<file path="config.mk">
export PLATFORM = sky130hd
export DESIGN_NAME = hilo_ctrl
export DESIGN_NICKNAME = d
export VERILOG_FILES = /design/src/rtl/hilo_pkg.sv /design/src/rtl/hilo_regs.sv /design/src/rtl/hilo_ctrl.sv
export SDC_FILE = /design/constraint.sdc
export NUM_CORES = 1
export LEC_CHECK = 0
export BUFFER_PORTS_ARGS = -buffer_cell sky130_fd_sc_hd__buf_2
export CORE_MARGIN = 2
export CORE_UTILIZATION = 45
export DETAILED_ROUTE_END_ITERATION = 8
export PLACE_DENSITY = 0.86
export SYNTH_ARGS = -nofsm -noshare
export SYNTH_HDL_FRONTEND = slang
export SYNTH_SLANG_ARGS = --single-unit
</file>
<file path="constraint.sdc">
create_clock -name clk -period 1.8 [get_ports clk]
set_input_delay 0.09 -clock clk [delete_from_list [all_inputs] [get_ports clk]]
set_output_delay 0.09 -clock clk [all_outputs]
set_load 0.05 [all_outputs]
</file>
<file path="src/rtl/hilo_pkg.sv">
// Shared HI/LO and divider codes: funct encodings, divider commands,
// default divider run length and a HI/LO funct classifier.
package hilo_pkg;

  localparam logic [5:0] F_MFHI = 6'b010000;
  localparam logic [5:0] F_MTHI = 6'b010001;
  localparam logic [5:0] F_MFLO = 6'b010010;
  localparam logic [5:0] F_MTLO = 6'b010011;
  localparam logic [5:0] F_DIVU = 6'b011011;

  localparam logic [5:0] CMD_PAUSE = 6'b000000;
  localparam logic [5:0] CMD_DIVU  = 6'b011011;

  localparam int RUN_CYCLES_DEF = 34;

  function automatic logic is_hilo(
    input logic [5:0] f
  );
    return (f == F_MFHI) || (f == F_MTHI) ||
           (f == F_MFLO) || (f == F_MTLO) ||
           (f == F_DIVU);
  endfunction

endpackage

</file>
<file path="src/rtl/hilo_regs.sv">
// HI/LO register pair with independent write enables and MFHI/MFLO read mux.
// Ports: clk, reset (async low), hi_we/lo_we, hi_d/lo_d, funct -> rd_data.
module hilo_regs
  import hilo_pkg::*;
#(
  parameter int W = 32
) (
  input  logic         clk,
  input  logic         reset,
  input  logic         hi_we,
  input  logic         lo_we,
  input  logic [W-1:0] hi_d,
  input  logic [W-1:0] lo_d,
  input  logic [5:0]   funct,
  output logic [W-1:0] rd_data
);

  logic [W-1:0] hi;
  logic [W-1:0] lo;

  always_ff @(posedge clk or negedge reset) begin
    if (!reset) begin
      hi <= '0;
      lo <= '0;
    end else begin
      if (hi_we) hi <= hi_d;
      if (lo_we) lo <= lo_d;
    end
  end

  always_comb begin
    rd_data = '0;
    unique case (1'b1)
      funct == F_MFHI: rd_data = hi;
      funct == F_MFLO: rd_data = lo;
      default: ;
    endcase
  end

endmodule

</file>
<file path="src/rtl/hilo_ctrl.sv">
// HI/LO control: sequences an external multi-cycle divider for DIVU and
// handles MTHI/MTLO/MFHI/MFLO with a stall while the divider is busy.
// Ports: clk, reset (async low), op_valid, funct, rs_data, rt_data in;
// stall, rd_data, div_reset, div_signal, div_a, div_b out; div_out in.
module hilo_ctrl
  import hilo_pkg::*;
#(
  parameter int RUN_CYCLES = RUN_CYCLES_DEF,
  parameter int W          = 32
) (
  input  logic           clk,
  input  logic           reset,
  input  logic           op_valid,
  input  logic [5:0]     funct,
  input  logic [W-1:0]   rs_data,
  input  logic [W-1:0]   rt_data,
  output logic           stall,
  output logic [W-1:0]   rd_data,
  output logic           div_reset,
  output logic [5:0]     div_signal,
  output logic [W-1:0]   div_a,
  output logic [W-1:0]   div_b,
  input  logic [2*W-1:0] div_out
);

  typedef enum logic [2:0] {
    S_INIT,
    S_IDLE,
    S_RUN,
    S_DRAIN,
    S_CAPTURE
  } state_t;

  localparam int CW = $clog2(RUN_CYCLES + 1);

  state_t        state;
  state_t        nxt;
  logic [CW-1:0] cnt;
  logic          start;
  logic          hi_we;
  logic          lo_we;
  logic [W-1:0]  hi_d;
  logic [W-1:0]  lo_d;
  logic          last;

  assign last = (cnt == CW'(RUN_CYCLES - 1));

  assign stall = (state == S_INIT) ||
                 (op_valid && is_hilo(funct) &&
                  (state != S_IDLE));

  always_ff @(posedge clk or negedge reset) begin
    if (!reset) begin
      state <= S_INIT;
      cnt   <= '0;
      div_a <= '0;
      div_b <= '0;
    end else begin
      state <= nxt;
      if (start) begin
        cnt   <= '0;
        div_a <= rs_data;
        div_b <= rt_data;
      end else if (state == S_RUN) begin
        cnt <= cnt + 1'b1;
      end
    end
  end

  always_comb begin
    nxt        = state;
    div_reset  = 1'b0;
    div_signal = CMD_PAUSE;
    start      = 1'b0;
    hi_we      = 1'b0;
    lo_we      = 1'b0;
    hi_d       = div_out[2*W-1:W];
    lo_d       = div_out[W-1:0];
    unique case (state)
      S_INIT: begin
        div_reset = 1'b1;
        nxt       = S_IDLE;
      end
      S_IDLE: begin
        if (op_valid) begin
          unique case (1'b1)
            funct == F_DIVU: begin
              // Divide by zero never reaches the divider.
              if (rt_data != '0) begin
                start = 1'b1;
                nxt   = S_RUN;
              end else begin
                hi_we = 1'b1;
                lo_we = 1'b1;
                hi_d  = rs_data;
                lo_d  = '1;
              end
            end
            funct == F_MTHI: begin
              hi_we = 1'b1;
              hi_d  = rs_data;
            end
            funct == F_MTLO: begin
              lo_we = 1'b1;
              lo_d  = rs_data;
            end
            default: ;
          endcase
        end
      end
      S_RUN: begin
        div_signal = CMD_DIVU;
        if (last) nxt = S_DRAIN;
      end
      S_DRAIN: begin
        nxt = S_CAPTURE;
      end
      S_CAPTURE: begin
        hi_we = 1'b1;
        lo_we = 1'b1;
        nxt   = S_IDLE;
      end
      default: nxt = S_INIT;
    endcase
  end

  hilo_regs #(
    .W (W)
  ) u_regs (
    .clk     (clk),
    .reset   (reset),
    .hi_we   (hi_we),
    .lo_we   (lo_we),
    .hi_d    (hi_d),
    .lo_d    (lo_d),
    .funct   (funct),
    .rd_data (rd_data)
  );

endmodule

</file>
# Yosys cells after proc, flatten, opt, wreduce, memory -nomap -nowiden
# Index checks and enable logic that the tools add are counted.
# word_totals
wordCells	63
in_bits	137
out_inout_bits	104
register_bits	137
# classes
eq_ne	15
reduce_logical	12
add_sub_neg	1
mux	29
# ops
cell	count
2-to-1 mux 32 bit	6
one-hot mux 32 bit (2 select lines)	3
nonzero test 32 bit	1
equality test 6 x 5 -> 1 bit, second input constant	5
2-to-1 mux 3 bit	4
2-to-1 mux 6 bit	2
one-hot mux 3 bit (4 select lines)	1
2-to-1 mux 1 bit	8
inequality test 2 bit, second input constant	4
one-hot mux 1 bit (2 select lines)	4
adder 6 x 1 -> 6 bit, second input constant	1
equality test 3 x 2 -> 1 bit, second input constant	2
equality test 6 bit, second input constant	1
logical OR 1 bit	5
2-to-1 mux 5 bit	1
AND reduction 4 bit	1
equality test 3 x 1 -> 1 bit, second input constant	1
equality test 3 bit, second input constant	1
logical NOT 3 bit	1
inequality test 3 x 1 -> 1 bit, second input constant	1
logical AND 1 bit	2
nonzero test 2 bit	1
OR reduction 2 bit	1

# Longest topological paths before layout
# Gate-level depths: netlist of run 1.
# logic_depth
depth_word	8
ltp_mapped	8
mapped_depth_nobuf	5

# Hierarchy
# Synthesis of run 1 repeated with hierarchy kept, for this count alone.
# hier_totals
cells_unflattened	540
hier_area_um2	7204.4
# modules_own_cells
mod	cells_each	seq_area_each_um2	area_each_um2	instances
hilo_ctrl	328	1826.8	4102.7	1
hilo_regs	212	1601.5	3101.7	1

# Worst setup path after synthesis of run 1
# OpenSTA, ideal clock, no wires.
# synth_path
kind	register -> output
startpoint	reg state[2]
endpoint	out stall
path_slack_ps	-724
path_buffers	2
path_stages_with_launch	5
arrival_ps	2434
path_cell_list	dfrtp_1 clkbuf_1 clkbuf_1 nor3_1 nand2b_1
# synth_between
elab_chain_len	3
# synth_lines
element	line	text
from (decl)	hilo_ctrl.sv:36	state_t state;
from (signal assigned)	hilo_ctrl.sv:59	state <= nxt;
inequality test 3 x 1 -> 1 bit	hilo_ctrl.sv:50	(state != S_IDLE));
logical AND 1 bit	hilo_ctrl.sv:49	(op_valid && is_hilo(funct) &&
logical OR 1 bit *	hilo_ctrl.sv:48	assign stall = (state == S_INIT) ||
to (decl)	hilo_ctrl.sv:17	output logic stall,
# Mark *: on every way between the ends. The rest lies on a longest branch, timed or not.

# Final worst setup path of run 1
# layout_path
startpoint	reg state[2]
endpoint	reg div_b[31]
# layout_between
elab_chain_len	2
# layout_lines
element	line	text
equality test 3 x 1 -> 1 bit	hilo_ctrl.sv:79	unique case (state)
2-to-1 mux 1 bit	hilo_ctrl.sv:79	
to (signal assigned)	hilo_ctrl.sv:63	div_b <= rt_data;
to (decl)	hilo_ctrl.sv:22	output logic [W-1:0] div_b,
# Every way passes these cells.
# A chain may end at the register's enable or synchronous reset.

==> metrics.md, run 1 <==
| Metric | Value |
|---|---|
| Largest net degree at the start of global routing | `56` |
| Worst R2R End | `div_b[31]$_DFFE_PN0P_` |
| Mapped Area | `6700 um^2` |
| Power, Total | `9.54 mW` |
| GRT Overall Usage | `29.8%` |
| Num CTS Buffers | `17` |
| Async set or reset register ratio after synthesis | `100%` |
| Via density | `5.77` |
| Slew Limit Fails | `0` |
| Gpl congestion | `0.815` |
| Number of flops mapped to enable cells by yosys | `0` |
| Synth Area in Adders | `0.373%` |
| H-tree Lvls | `4` |
| Cells after Synth | `580` |
| Max-cap violations | `0` |
| Slew @ Worst Pin | `0.581 ns` |
| Simple-gate portion of the synthesized area | `16.1%` |
| Hold Path End | `u_regs.hi[1]$_DFFE_PN0P_` |
| Multiplexer area fraction after synthesis | `13.5%` |
| Final WL | `24.9 mm` |
| TNS Setup | `-3.05 ns` |
| Fin util | `72.3%` |
| Placed Area | `8380 um^2` |
| Post-Layout Cell Count | `1149` |
| Initial antenna violation count | `1` |
| Setup Slack @ Placement | `-0.237 ns` |
| R2r worst-path depth | `5` |
| Peak VDD IR | `653 uV` |
| Relative slew slack | `61.3%` |
| Count leader, synth | `dfrtp_1` |
| Reg power frac | `40.3%` |
| Crit path capture type | `register` |
| Hold Vio Cnt, Final | `0` |
| NumNets Final | `1089` |
| Yosys reg bits | `137` |
| Clock sinks | `137` |
| Combinational share of power | `22.5%` |
| CP max stage cell | `dfrtp_1` |
| Synth top area share | `51.2%` |
| Min-delay src | `div_out[33]` |
| Max stage delay on crit path | `0.42 ns` |
| Die height | `126 um` |
| Vias in the first global route | `6835` |
| Cell accounting for the most synthesized area | `dfrtp_1` |
| Routed Antenna Nets | `0` |
| IO Count | `241` |
| Final Cycle Share | `104%` |
| PortBufs | `238` |
| Ranking of synthesized cells by area | `dfrtp_1, mux2_4, and3_1, a22o_1, a221o_1` |
| Global-route wire length before repair | `36.6 mm` |
| Leakage | `5.46 nW` |
| Crit path max fanout | `36` |
| Mapped Avg Cell Area | `11.6 um^2` |
| Synth Warn # | `0` |
| Setup violators final | `93` |
| Sw Share | `30.8%` |
| P&R area growth vs syn | `56.8%` |
| Hold Crit Depth | `3` |
| CP Class | `register to register` |
| Max frequency | `532 MHz` |
| Final HPWL DP | `14.2 mm` |
| M1 WL | `9.56 mm` |
| Vias | `6630` |
| Met2 WL | `12.6 mm` |
| RSZ-0062 raised after global routing | `yes` |
| Seq/Total Area, Yosys | `51.2%` |
| Total grt overflow | `0` |
| Min Tclk post-route | `1.88 ns` |
| Fillcell total | `988` |
| Worst Path Buf+Inv | `2` |
| Min-delay worst type | `input pin to register` |
| Number of remaining DRC errors | `0` |
| Starting Density | `46.1%` |
| WP data required | `2.10 ns` |
| Row count | `44` |
| 1st-pass router iterations | `5` |
| WL per Instance | `21.7 um` |
| Flop2flop setup slack | `-0.08 ns` |
| Share of layout cells above drive strength 1 | `47.1%` |
| Clk network pwr share | `37.2%` |
| Worst path cell trace | `nand4bb_4, buf_6, or3_4, buf_12, mux2_4` |
| Crit path launch type | `register` |
| Violated checks | `negative setup slack` |
| Final non-filler cell area | `10500 um^2` |
| 1st-iter DRT viols | `535` |
| Synth unique cells | `49` |
| Synth Area in XOR/XNOR | `0.523%` |
| CTS Buffer Depth | `2` |
| Most used DFF post-synth | `dfrtp_1` |
| Root buf cell | `clkbuf_16` |
| PD cells | `908 nW/um^2` |
| Crit-path leading delay family | `simple AND/OR/NAND/NOR gates` |
| Largest family of logic cells by synthesized area | `simple AND/OR/NAND/NOR gates` |
| Pint | `6.60 mW` |
| Hold Slack | `0.0146 ns` |
| Die area | `15900 um^2` |
| Net switching power figure | `2.94 mW` |
| Skew-Pair Late Insertion Delay | `0.42 ns` |
| R2r startpoint | `state[2]$_DFFE_PN0P_` |
| Die Wd | `126 um` |
| Met3 WL | `2.01 mm` |
| Top layer in use | `met4` |
| CTS tree | `built` |
| Dpl cells | `1005` |
| Worst path arrival time | `2.18 ns` |
| Core region area | `14500 um^2` |
| Status | `finished with violations` |
| Most frequent cells after synthesis | `dfrtp_1, nand2_1, mux2_4, and3_1, nor2_1` |
| Clock-pin slew on the worst setup and hold paths | `0.06 ns` |
| Setup ws final | `-0.0783 ns` |
| Compound-Gate Fraction of Synth Area | `13.6%` |
| Setup Skew | `0.00693 ns` |
sequential cells by signal, summed over array words and instances (netlist names):
name	cells
u_regs.lo	32
div_a	32
div_b	32
u_regs.hi	32
state	3
cnt	6
worst max path at each step:
stage                          from                   endpoint  slack [ns]  cells after the start
5_1_grt        state[2]$_DFFE_PN0P_   u_regs.lo[4]$_DFFE_PN0P_       -0.12                      7
2_1_floorplan  state[1]$_DFFE_PN0P_         cnt[5]$_DFFE_PN0P_        -0.1                      5
4_1_cts        state[1]$_DFFE_PN0P_      div_b[27]$_DFFE_PN0P_       -0.05                      5
3_5_place_dp               funct[5]  u_regs.lo[27]$_DFFE_PN0P_       -0.24                      7
6_report       state[2]$_DFFE_PN0P_      div_b[31]$_DFFE_PN0P_       -0.08                      5
3_3_place_gp               funct[5]  u_regs.lo[30]$_DFFE_PN0P_       -0.20                      7
power by group through the flow:
stage	logic, mW	registers [mW]	clock network, mW
finish	2.15	3.84	3.55
CTS	2.08	3.82	3.57
global route	2.27	3.88	3.74
global placement	1.86	3.84	0
floorplan	0.630	4.47	0
detailed placement	1.90	3.86	0
cell type report:
class / instances / area (um^2) / share of cell area (%)
Antenna cell: 2 / 5.00 / 0.0476
Clock buffer: 19 / 443 / 4.22
Sequential cell: 137 / 3430 / 32.6
Tap cell: 184 / 230 / 2.19
Timing Repair Buffer: 390 / 2930 / 27.9
Multi-Input combinational cell: 401 / 3310 / 31.5
Clock inverter: 13 / 153 / 1.45
Inverter: 3 / 11.3 / 0.107
cell usage in the layout, fill, tap and decap left out, types with 24 or more instances in the layout:
master,synthesis,routed
nor2_1,40,35
and3_1,45,40
buf_4,11,58
mux2_4,49,49
dlygate4sd3_1,0,91
buf_2,9,210
a22o_1,32,32
nand2_1,64,58
a221o_1,24,24
dfrtp_1,137,136
kinds of logic (layout without fill, tap and decap cells):
family,Yosys count,in the layout
xor+xnor,4,4
compound gates,119,120
simple gates,203,209
mux,64,64
buf+inv,50,425
flops,137,137
other cells,1,4
fa+ha+maj,2,2
tightest hold or removal path, stage by stage:
cell,delay [ns]
buf_2,0.08
and3_1,0.14
a221o_1,0.10
layer usage:
layer	vias to the layer above	track usage, %
li1	2889	-
met1	3270	35.7
met2	394	52.2
met3	77	7.90
met4	0	10.1
met5	-	0
what timing repair did:
item	in CTS	in global routing
gates cloned	3	8
endpoints found under the hold margin	155	0
buffers inserted	0	8
hold buffers	91	0
endpoints found under the setup margin	150	128
pin swaps	7	18
gates resized for setup	42	51
Note: power is estimated with default switching activity, not from simulation.
==> inputs of run 2 (changes only) <==
- HOLD_SLACK_MARGIN: default -> 0.1
==> metrics.md, run 2 (synthesis results as in run 1) <==
| Metric | Value |
|---|---|
| Status | `finished with violations` |
| Violated checks | `negative setup slack` |
| Crit path max fanout | `5` |
| Net switching power figure | `2.98 mW` |
| Vias | `6984` |
| Share of layout cells above drive strength 1 | `47.0%` |
| WP data required | `2.11 ns` |
| CTS Buffer Depth | `2` |
| Final Cycle Share | `106%` |
| 1st-pass router iterations | `6` |
| Most frequent cells in the layout | `buf_2, dfrtp_1, dlygate4sd3_1` |
| Worst path arrival time | `2.21 ns` |
| Via density | `5.86` |
| Setup violators final | `96` |
| Worst path most repeated cell | `buf_12` |
| CP Class | `register to register` |
| Initial antenna violation count | `1` |
| Most common cell after layout, fill and taps aside | `buf_2` |
| Post-Layout Cell Count | `1192` |
| Global-route wire length before repair | `39.3 mm` |
| Sw Share | `30.9%` |
| Slew @ Worst Pin | `0.570 ns` |
| Min-delay worst type | `input pin to register` |
| Starting Density | `46.1%` |
| Relative slew slack | `62.0%` |
| Clock-pin slew on the worst setup and hold paths | `0.06 ns` |
| Num CTS Buffers | `17` |
| Dpl cells | `1005` |
| CP max stage cell | `or4_4` |
| Clk network pwr share | `36.8%` |
| H-tree Lvls | `4` |
| Slew Limit Fails | `0` |
| Skew-Pair Late Insertion Delay | `0.42 ns` |
| Peak VDD IR | `683 uV` |
| Reg power frac | `39.9%` |
| Root buf cell | `clkbuf_16` |
| Pint | `6.66 mW` |
| Die Wd | `126 um` |
| Fillcell total | `900` |
| Routed Antenna Nets | `0` |
| Crit-path leading delay family | `simple AND/OR/NAND/NOR gates` |
| Power, Total | `9.64 mW` |
| Die area | `15900 um^2` |
| Crit path launch type | `register` |
| Clock sinks | `137` |
| GRT Overall Usage | `32.2%` |
| Flop2flop setup slack | `-0.11 ns` |
| Combinational share of power | `23.3%` |
| Die height | `126 um` |
| Gpl congestion | `0.815` |
| Hold Slack | `0.157 ns` |
| PortBufs | `238` |
| 1st-iter DRT viols | `537` |
| Max frequency | `524 MHz` |
| Vias in the first global route | `7361` |
| PD cells | `873 nW/um^2` |
| Hold Vio Cnt, Final | `0` |
| FF/Latch Area | `3430 um^2` |
| Leakage | `5.68 nW` |
| P&R area growth vs syn | `64.8%` |
| Fin util | `76.0%` |
| IO Count | `241` |
| Core region area | `14500 um^2` |
| Setup ws final | `-0.107 ns` |
| WL per Instance | `22.6 um` |
| Setup Skew | `0.00682 ns` |
| Multi-input gate area | `3340 um^2` |
| Worst path cell trace | `nand4bb_4, or4_4, buf_12, buf_12, nand2_2, and3_4, o21ai_2` |
| Row count | `44` |
| Crit path capture type | `register` |
| Max stage delay on crit path | `0.49 ns` |
| Final WL | `27.0 mm` |
| Placed Area | `8380 um^2` |
| Worst Path Buf+Inv | `2` |
| Min Tclk post-route | `1.91 ns` |
| Final HPWL DP | `14.2 mm` |
| Max-cap violations | `0` |
| Final non-filler cell area | `11000 um^2` |
| Total grt overflow | `0` |
| Largest net degree at the start of global routing | `56` |
| Number of remaining DRC errors | `0` |
| CTS tree | `built` |
| NumNets Final | `1131` |
| RSZ-0062 raised after global routing | `yes` |
-- run 2: through the flow --
stage / setup TNS, ns / setup slack (ns)
floorplan: -0.776 / -0.0987
global placement: -16.86 / -0.204
detailed placement: -18.17 / -0.237
CTS: -1.16 / -0.0503
global route: -10.60 / -0.139
finish: -5.46 / -0.107
-- run 2: cell type report --
cell class | count | area share, %
inverters | 3 | 0.102
multi-input cells | 399 | 30.2
repair buffers | 434 | 31.1
well taps | 184 | 2.08
diodes | 3 | 0.0680
flip-flops and latches | 137 | 31.1
clock inverters | 13 | 1.38
clock buffers | 19 | 4.01
-- run 2: repair_timing --
action | 4_1_cts | 5_1_grt
endpoints found under the setup margin | 150 | 131
cloned | 3 | 9
hold endpoints to repair | 265 | 0
hold buffers | 129 | 0
resized for setup | 42 | 73
buffers inserted | 0 | 11
pin swaps | 7 | 26
-- run 2: power groups by stage --
stage	logic, mW	registers, mW	clock network [mW]
floorplan	0.630	4.47	0
global placement	1.86	3.84	0
detailed placement	1.90	3.86	0
CTS	2.14	3.82	3.57
global route	2.38	3.88	3.74
finish	2.25	3.85	3.55
-- run 2: final timing paths --
kind	start	end	cells past startpoint
worst max-delay path	state[2]$_DFFE_PN0P_	u_regs.lo[15]$_DFFE_PN0P_	7
worst min-delay path	op_valid	state[0]$_DFFE_PN0P_	4
worst max register to register	state[2]$_DFFE_PN0P_	u_regs.lo[15]$_DFFE_PN0P_	7
worst min register to register	div_a[14]$_DFFE_PN0P_	div_a[14]$_DFFE_PN0P_	1
max in group asynchronous	reset	div_a[8]$_DFFE_PN0P_	3
min in group asynchronous	reset	div_a[23]$_DFFE_PN0P_	2
-- run 2: worst reg2reg max path, delay by kind of cell (launching register included) --
family | cells | cell delay [ns]
AOI/OAI and AO/OA | 1 | 0.07
and+or+nand+nor | 4 | 0.99
buffers and inverters | 2 | 0.32
DFF | 1 | 0.42
-- run 2: layer usage --
layer  part of all wire [%]  GRT usage, %
met1                     35          36.9
met2                     50          55.5
met3                    9.5          9.09
met4                    4.8          15.3
met5                      0             0
==> inputs of run 3 (changes only) <==
- CORE_UTILIZATION: 45 -> 35
- PLACE_DENSITY: 0.86 -> 0.72
==> metrics.md, run 3 (synthesis results as in run 1) <==
| Metric | Value |
|---|---|
| Row count | `50` |
| 1st-pass router iterations | `8` |
| NumNets Final | `1119` |
| Violated checks | `negative setup slack` |
| Hold Vio Cnt, Final | `0` |
| Max-cap violations | `0` |
| Share of layout cells above drive strength 1 | `42.4%` |
| Worst Setup SP | `state[1]$_DFFE_PN0P_` |
| Fin util | `55.8%` |
| 1st-iter DRT viols | `424` |
| Slew Limit Fails | `0` |
| Min Tclk post-route | `1.83 ns` |
| Root buf cell | `clkbuf_16` |
| Status | `finished with violations` |
| Total grt overflow | `0` |
| Via density | `5.30` |
| Global-route wire length before repair | `36.3 mm` |
| H-tree Lvls | `4` |
| Leakage | `5.45 nW` |
| Placed Area | `8490 um^2` |
| Most frequent cells in the layout | `buf_2, dfrtp_1, dlygate4sd3_1` |
| Slew @ Worst Pin | `0.588 ns` |
| Core region area | `18800 um^2` |
| Initial antenna violation count | `0` |
| PD cells | `881 nW/um^2` |
| Vias in the first global route | `6843` |
| Crit path launch type | `register` |
| TNS Setup | `-0.107 ns` |
| Final HPWL DP | `14.9 mm` |
| PortBufs | `238` |
| WL per Instance | `19.4 um` |
| Clock-pin slew on the worst setup and hold paths | `0.06 ns` |
| Setup ws final | `-0.0286 ns` |
| Crit path max fanout | `8` |
| Setup Skew | `0.00728 ns` |
| Skew-Pair Late Insertion Delay | `0.41 ns` |
| Most common cell after layout, fill and taps aside | `buf_2` |
| Final Cycle Share | `102%` |
| CP Class | `register to register` |
| Crit path capture type | `register` |
| Num CTS Buffers | `17` |
| Worst R2R End | `u_regs.lo[25]$_DFFE_PN0P_` |
| Hold Slack | `0.180 ns` |
| Flop2flop setup slack | `-0.03 ns` |
| P&R area growth vs syn | `56.2%` |
| Setup violators final | `9` |
| Gpl congestion | `0.819` |
| GRT Overall Usage | `23.2%` |
| Relative slew slack | `60.7%` |
| Starting Density | `35.7%` |
| WP data required | `2.10 ns` |
| CTS tree | `built` |
| Peak VDD IR | `610 uV` |
| Final non-filler cell area | `10500 um^2` |
| Die Wd | `142 um` |
| Clock sinks | `137` |
| # diodes | `0` |
| Vias | `6500` |
| RSZ-0062 raised after global routing | `yes` |
| Final WL | `23.8 mm` |
| Die height | `142 um` |
| IO Count | `241` |
| CTS Buffer Depth | `2` |
| Power, Total | `9.22 mW` |
| Min-delay worst type | `input pin to asynchronous set/reset pin` |
| Worst path arrival time | `2.13 ns` |
| Worst path cell trace | `nand4bb_4, or4_4, buf_12, buf_6, nand2_1, and3_1, o21ai_1` |
| Routed Antenna Nets | `0` |
| Number of remaining DRC errors | `0` |
| Fillcell total | `1535` |
| Largest net degree at the start of global routing | `50` |
| R2r worst-path depth | `7` |
| Die area | `20300 um^2` |
| Max stage delay on crit path | `0.45 ns` |
| Max frequency | `547 MHz` |
| CP max stage cell | `or4_4` |
| R2r startpoint | `state[1]$_DFFE_PN0P_` |
run 3: cell types whose count changed in the layout (fill, tap and decap cells not counted), moves of 8 or more:
cell,previous run,this run
and3_1,35,44
and3_4,10,1
buf_2,209,231
buf_4,57,43
nand2_1,46,62
nand2_2,10,2
nand2_4,9,0
o21ai_1,14,24
o21ai_2,10,0
run 3: metal layers:
metal	part of all wire, %	wire length (um)	vias up	GRT usage, %
met4	2.4	561	0	9.43
li1	-	-	2927	-
met1	40	9640	3229	28.2
met2	50	12000	298	40.1
met5	0	0	-	0
met3	6.8	1620	46	5.18
run 3: how the worst max path moves through the flow:
stage / endpoint / slack, ns / cells after the start
after floorplan: cnt[5]$_DFFE_PN0P_ / -0.1 / 5
after global placement: u_regs.hi[23]$_DFFE_PN0P_ / -0.20 / 8
after detailed placement: u_regs.lo[8]$_DFFE_PN0P_ / -0.23 / 7
after CTS: u_regs.lo[8]$_DFFE_PN0P_ / -0.12 / 7
after global routing: u_regs.lo[8]$_DFFE_PN0P_ / -0.07 / 7
final: u_regs.lo[25]$_DFFE_PN0P_ / -0.03 / 7
run 3: worst max-delay path, delay by kind of cell, from the launching register on:
kind	cells	cell delay [ns]
simple gates	4	0.94
flops	1	0.40
buf+inv	2	0.30
compound gates	1	0.06
run 3: power breakdown:
part | internal [mW] | total [mW] | switching [mW]
Clock | 1.87 | 3.23 | 1.36
Sequential | 3.54 | 3.82 | 0.285
Combinational | 0.887 | 2.16 | 1.27
run 3: final cells by class:
cell class	count	area (um^2)	share of cell area, %
Sequential cell	137	3430	32.8
Timing Repair Buffer	425	3100	29.6
Clock buffer	22	474	4.53
Clock inverter	10	70.1	0.669
Tap cell	234	293	2.80
Multi-Input combinational cell	396	3090	29.6
Inverter	3	11.3	0.108
run 3: through the flow:
step / cells / setup slack (ns)
2_1_floorplan: 581 / -0.0987
3_3_place_gp: 1063 / -0.197
3_5_place_dp: 1063 / -0.227
4_1_cts: 1225 / -0.119
5_1_grt: 1227 / -0.0743
6_report: 1227 / -0.0286
run 3: what timing repair did:
action                                  4_1_cts  5_1_grt
cloned                                        1        1
endpoints found under the setup margin       69       80
hold buffers                                129        0
pin swaps                                    18        2
gates resized for setup                       3       23
hold endpoints to repair                    265        0
buffers inserted                              0        1
